## src/rtl/conv_pkg.sv

```systemverilog
// Shared types and helpers for the convolution sequencer.
// Latency: n/a (types and an elaboration-time function only).
// Backpressure: n/a.
package conv_pkg;

    typedef enum logic [2:0] {
        IDLE   = 3'd0,
        CLEAR  = 3'd1,
        ACCUM  = 3'd2,
        DRAIN  = 3'd3,
        OUTPUT = 3'd4,
        DONE   = 3'd5
    } conv_state_t;

    // Number of window positions; guarded so illegal parameter sets still
    // elaborate far enough to reach the legality checks in the top.
    function automatic int n_out(input int x, input int f, input int s);
        if (s < 1 || x < f) begin
            return 1;
        end
        return (x - f) / s + 1;
    endfunction

endpackage

```

## src/rtl/ctrl_delay_line.sv

```systemverilog
// 1-bit delay line: dout is din delayed by DEPTH cycles (DEPTH=0 is a wire).
// Latency: DEPTH cycles. Backpressure: none; clear empties the line synchronously.
// Ports: clk, reset (async, active-high), clear (sync flush), din, dout.
module ctrl_delay_line #(
    parameter int DEPTH = 1
) (
    input  logic clk,
    input  logic reset,
    input  logic clear,
    input  logic din,
    output logic dout
);

    generate
        if (DEPTH == 0) begin : g_wire
            assign dout = din;
            // clk/reset/clear have no job in the zero-depth form.
            logic unused_ok;
            assign unused_ok = clk ^ reset ^ clear;
        end else begin : g_shift
            logic [DEPTH-1:0] sr;
            always_ff @(posedge clk or posedge reset) begin
                if (reset) begin
                    sr <= '0;
                end else if (clear) begin
                    sr <= '0;
                end else begin
                    sr <= (sr << 1) | DEPTH'(din);
                end
            end
            assign dout = sr[DEPTH-1];
        end
    endgenerate

endmodule

```

## src/rtl/ctrl_conv_seq.sv

```systemverilog
// Convolution control sequencer: walks a sliding window over x, issues tap reads, frames accumulation, hands results out.
// Latency: 1 + F_MEM_SIZE + PIPE_LAT + 1 cycles per output with the consumer always ready.
// Backpressure: m_valid_y holds in OUTPUT until m_ready_y; no new reads are issued meanwhile.
// Ports: clk, reset (async, active-high), conv_start (level enable, rising edge starts),
//        m_ready_y; x_addr/f_addr/rd_en to memories, reset_accum/en_accum to the MAC,
//        m_valid_y/out_idx to the consumer, conv_done end-of-run pulse.
module ctrl_conv_seq
    import conv_pkg::*;
#(
    parameter int F_MEM_SIZE       = 4,
    parameter int X_MEM_SIZE       = 8,
    parameter int STRIDE           = 1,
    parameter int PIPE_LAT         = 1,
    parameter int X_MEM_ADDR_WIDTH = 3,
    parameter int F_MEM_ADDR_WIDTH = 2,
    localparam int N_OUT           = n_out(X_MEM_SIZE, F_MEM_SIZE, STRIDE),
    localparam int OUT_IDX_W       = $clog2(N_OUT + 1)
) (
    input  logic                        clk,
    input  logic                        reset,
    input  logic                        conv_start,
    input  logic                        m_ready_y,
    output logic [X_MEM_ADDR_WIDTH-1:0] x_addr,
    output logic [F_MEM_ADDR_WIDTH-1:0] f_addr,
    output logic                        rd_en,
    output logic                        reset_accum,
    output logic                        en_accum,
    output logic                        m_valid_y,
    output logic [OUT_IDX_W-1:0]        out_idx,
    output logic                        conv_done
);

    localparam int XW = X_MEM_ADDR_WIDTH;
    localparam int FW = F_MEM_ADDR_WIDTH;
    localparam int KW = (F_MEM_SIZE > 1) ? $clog2(F_MEM_SIZE) : 1;
    localparam int DW = (PIPE_LAT > 1) ? $clog2(PIPE_LAT) : 1;

    generate
        if (STRIDE < 1 || STRIDE > F_MEM_SIZE) begin : g_bad_stride
            $fatal(1, "ctrl_conv_seq: STRIDE must be within 1..F_MEM_SIZE");
        end
        if (PIPE_LAT < 0 || PIPE_LAT > 4) begin : g_bad_lat
            $fatal(1, "ctrl_conv_seq: PIPE_LAT must be within 0..4");
        end
        if (F_MEM_SIZE < 1 || F_MEM_SIZE > X_MEM_SIZE) begin : g_bad_size
            $fatal(1, "ctrl_conv_seq: need 1 <= F_MEM_SIZE <= X_MEM_SIZE");
        end
    endgenerate

    conv_state_t   state;
    logic [XW-1:0] base;
    logic [KW-1:0] k;
    logic [KW-1:0] k_nxt;
    logic [DW-1:0] dcnt;
    logic          start_q;
    logic          armed;
    logic          abort_pend;
    logic          start_edge;
    logic          abort;

    assign k_nxt = k + KW'(1);

    // armed stays low after reset until conv_start is seen low, so a level
    // already high at reset release cannot masquerade as a rising edge.
    assign start_edge = conv_start && !start_q && armed;

    // Immediate abort only before a result exists; OUTPUT defers it.
    assign abort = !conv_start && (state inside {CLEAR, ACCUM, DRAIN});

    ctrl_delay_line #(
        .DEPTH (PIPE_LAT)
    ) u_delay (
        .clk   (clk),
        .reset (reset),
        .clear (abort),
        .din   (rd_en),
        .dout  (en_accum)
    );

    always_ff @(posedge clk or posedge reset) begin
        if (reset) begin
            state       <= IDLE;
            base        <= '0;
            k           <= '0;
            dcnt        <= '0;
            start_q     <= 1'b0;
            armed       <= 1'b0;
            abort_pend  <= 1'b0;
            x_addr      <= '0;
            f_addr      <= '0;
            rd_en       <= 1'b0;
            reset_accum <= 1'b0;
            m_valid_y   <= 1'b0;
            out_idx     <= '0;
            conv_done   <= 1'b0;
        end else begin
            start_q     <= conv_start;
            armed       <= armed | ~conv_start;
            reset_accum <= 1'b0;
            conv_done   <= 1'b0;

            case (state)
                IDLE: begin
                    if (start_edge) begin
                        state       <= CLEAR;
                        base        <= '0;
                        out_idx     <= '0;
                        abort_pend  <= 1'b0;
                        reset_accum <= 1'b1;
                    end
                end

                CLEAR: begin
                    if (abort) begin
                        state <= IDLE;
                    end else begin
                        state  <= ACCUM;
                        k      <= '0;
                        rd_en  <= 1'b1;
                        x_addr <= base;
                        f_addr <= '0;
                    end
                end

                ACCUM: begin
                    if (abort) begin
                        state <= IDLE;
                        rd_en <= 1'b0;
                    end else if (k == KW'(F_MEM_SIZE - 1)) begin
                        rd_en <= 1'b0;
                        dcnt  <= '0;
                        if (PIPE_LAT == 0) begin
                            state     <= OUTPUT;
                            m_valid_y <= 1'b1;
                        end else begin
                            state <= DRAIN;
                        end
                    end else begin
                        k      <= k_nxt;
                        x_addr <= base + XW'(k_nxt);
                        f_addr <= FW'(k_nxt);
                    end
                end

                DRAIN: begin
                    if (abort) begin
                        state <= IDLE;
                    end else if (dcnt == DW'(PIPE_LAT - 1)) begin
                        state     <= OUTPUT;
                        m_valid_y <= 1'b1;
                    end else begin
                        dcnt <= dcnt + DW'(1);
                    end
                end

                OUTPUT: begin
                    // A drop of conv_start is remembered so that a drop that
                    // recovers before the handshake still ends the run.
                    if (!conv_start) begin
                        abort_pend <= 1'b1;
                    end
                    if (m_ready_y) begin
                        m_valid_y <= 1'b0;
                        if (abort_pend || !conv_start) begin
                            state <= IDLE;
                        end else if (out_idx == OUT_IDX_W'(N_OUT - 1)) begin
                            state     <= DONE;
                            conv_done <= 1'b1;
                        end else begin
                            state       <= CLEAR;
                            reset_accum <= 1'b1;
                            base        <= base + XW'(STRIDE);
                            out_idx     <= out_idx + OUT_IDX_W'(1);
                        end
                    end
                end

                DONE: begin
                    state <= IDLE;
                end

                default: begin
                    state <= IDLE;
                end
            endcase
        end
    end

endmodule

```

## config.mk

```make
export PLATFORM = sky130hd
export DESIGN_NAME = ctrl_conv_seq
export DESIGN_NICKNAME = d
export VERILOG_FILES = /design/src/rtl/conv_pkg.sv /design/src/rtl/ctrl_delay_line.sv /design/src/rtl/ctrl_conv_seq.sv
export SDC_FILE = /design/constraint.sdc
export NUM_CORES = 1
export LEC_CHECK = 0
export CORE_MARGIN = 2
export CORE_UTILIZATION = 47
export CTS_CLUSTER_DIAMETER = 80
export CTS_CLUSTER_SIZE = 40
export DETAILED_ROUTE_END_ITERATION = 6
export PLACE_DENSITY = 0.73
export SLEW_MARGIN = 10
export SYNTH_ARGS = -nofsm -noshare
export SYNTH_HDL_FRONTEND = slang
export SYNTH_SLANG_ARGS = --single-unit
```

## constraint.sdc

```tcl
create_clock -name clk -period 2.1 [get_ports clk]
set_clock_uncertainty 0.2 [all_clocks]
set_input_delay 0.42 -clock clk [delete_from_list [all_inputs] [get_ports clk]]
set_output_delay 0.42 -clock clk [all_outputs]
set_load 0.005 [all_outputs]
```

==> out/results.txt <==
Status -> complete, no violations
Worst Setup SP -> k[0]
ANT nets after route -> 0
GPL Wtd Cong -> 0.7604
Maximum clock rate -> 0.4845 GHz
Final Hold Fails -> 0
Synth cell types -> 33
Via density per instance -> 5.099
Crit Path Max Fanout -> 3
DRT Pass-1 Iters -> 4
PortBufs -> 16
CP max stage delay -> 0.45 ns
Crit path time final -> 2.064 ns
Share of post-route cells with drive strength above 1 -> 22.73%
Placeable core region -> 2410 um2
Worst setup SP type -> register
Multi-input logic area -> 576.8 um2
Synth area leader -> dfrtp_1
Post-route cell area -> 1501 um2
Seq. cell area -> 550.5 um2
Maximum VDD drop -> 0.5352 mV
Syn Inst Count -> 105
Vias in the first global route -> 796
Total leakage power -> 0.0006778 uW
Initial DRC Count -> 7
Yosys warns -> 0
Avg Inst Size Synth -> 11.12 um2
FILL cells -> 207
Ports -> 17
Root Buffer -> clkbuf_4
Number of buffers created by CTS -> 3
Max-Cap Viols -> 0
Routed len/inst -> 13.07 um
Finished Layout Cells -> 162
Final core occ -> 62.31%
Area Overhead vs Synth -> 28.62%
Tcrit/Tclk final -> 98.28%
Largest cells by area after synthesis -> dfrtp_1 47%, ha_1 5.4%, mux2i_1 5.1%
H-tree Lvls -> 1
Antenna diodes -> 0
Initial antenna violation count -> 0
Synth top cells by count -> 22 x dfrtp_1, 11 x inv_1, 6 x mux2i_1, 6 x nand3_1
Count leader, synth -> dfrtp_1
Worst Setup End Kind -> register
WS Path Type -> register to register
Skew-Pair Late Insertion Delay -> 0.30 ns
Die extent in x -> 53.84 um
Main synth FF type -> dfrtp_1
Post-synth EDFFs -> 0
Largest buffer count on any clock path -> 2
Post-synth ARST share -> 100.0%
Largest net degree at the start of global routing -> 23
Hold-fix buffers, CTS -> 0
Worst rel slew slack -> 75.95%
Hpwl dp -> 1565 um
Critical Path, Cell by Cell -> ha_4 > inv_2 > fa_2 > nor4b_2 > xor2_1 > mux2_4
Slew Viols, Final -> 0
Least-Margin Pin Slew -> 0.3608 ns
Post-synthesis sequential area ratio -> 47.16%
Seq cells post-synth -> 22
CTS Sinks -> 22
DRC Markers -> 0
WP data arrival -> 2.06 ns
Hold WC Path Type -> input pin to asynchronous set/reset pin
Synth Cell Area -> 1167 um2
Overflow after GRT -> 0
Final net count -> 143
Setup Buffers After CTS -> 0
Rows -> 18
First-pass GRT wire length -> 3553 um
Worst Path Required -> 2.10 ns
Clk slew on worst S/H paths -> 0.12 ns
Syn Nets -> 115
Setup TNS -> 0 ns
Final setup violation count -> 0
Top cell type's share of synthesized area -> 47.16%
Final WL -> 2118 um
Placed insts -> 158
Hold_ws -> 0.2389 ns
Vias -> 826
Initial core utilization -> 48.44%
DP Area -> 1428 um2
Die Height -> 53.84 um
Overall Global Routing Usage -> 17.05%
RSZ-0062 raised after global routing -> true
RR Startpoint -> k[0]
Die area -> 2898 um2
Power Density -> 700.6 nW/um2
Slowest CP cell -> dfrtp_1
TritonCTS clock tree -> built
==> worst paths after layout <==
kind	to	slack, ns	cells past startpoint
max	x_addr[2]	0.04	6
min	u_delay.dout	0.24	3
max reg2reg	x_addr[2]	0.04	6
min reg2reg	armed	0.30	1
max in group asynchronous	out_idx[1]	1.24	3
min in group clk	armed	0.30	1
==> repair_timing <==
action / CTS / global route
pin swaps: 0 / 4
endpoints found under the setup margin: 1 / 1
resized for setup: 1 / 4
==> layer usage <==
metal / vias to the layer above / share of wire (%) / GRT usage [%]
met1: 392 / 48 / 23.71
met2: 13 / 49 / 27.44
li1: 419 / - / -
met4: 0 / 0.61 / 5.128
met5: - / 0 / 0
met3: 2 / 2.7 / 2.500
==> registers in the layout, summed over array words and instances (netlist names) <==
name	cells
base	3
out_idx	3
state	3
x_addr	3
k	2
abort_pend	1
armed	1
conv_done	1
m_valid_y	1
rd_en	1
reset_accum	1
start_q	1
u_delay.dout	1
==> metrics by stage <==
step                total power [uW]  setup WS [ns]
finish                          1052        0.03612
global placement               725.9       0.007214
global route                    1113       -0.01800
CTS                             1054        0.01081
floorplan                      623.1        0.02958
detailed placement             735.0       -0.05894
==> cell families (layout without fill, tap and decap cells) <==
kind of cell	Yosys count	count (layout)	share of synthesized area, %
flip-flops	22	22	47.16
AND/OR/NAND/NOR	31	31	16.83
multiplexers	10	10	9.968
AO/OA/AOI/OAI	20	20	12.97
buffers and inverters	15	42	5.252
XOR/XNOR	1	1	0.7504
adder cells (fa/ha/maj)	6	6	7.074
==> power breakdown <==
part           internal [uW]  switching (uW)  leakage [uW]
registers                456            34.4      0.000288
logic                    141             106      0.000362
clock network            193             122     0.0000279
total                    789             263      0.000678
==> layout make-up <==
type	count	area share, %
clock buffers	3	1.500
multi-input cells	68	38.42
flip-flops and latches	22	36.67
inverters	11	2.750
clock inverters	1	2.000
well taps	30	2.500
repair buffers	27	16.17
==> worst max-delay path, delay by kind of cell, from the launching register on <==
kind,cells,cell delay [ns]
xor gates and xnor gates,1,0.11
buffers and inverters,1,0.03
DFF,1,0.45
and+or+nand+nor,1,0.30
adders and majority gates,2,0.61
muxes,1,0.26
==> cell usage in the layout, fill, tap and decap left out, drive strengths merged, types with 2 or more instances in the layout <==
cell and instances:
dfrtp 22, clkdlybuf4s50 16, buf 11, inv 11, o21ai 8, nand3 6
mux2i 6, a21oi 6, nand2b 5, ha 5, nand2 4, nor2 4
mux2 4, clkbuf 3, and4b 2, nor2b 2, a211oi 2, nor3b 2
No activity file was read; power rests on OpenSTA's default activity.
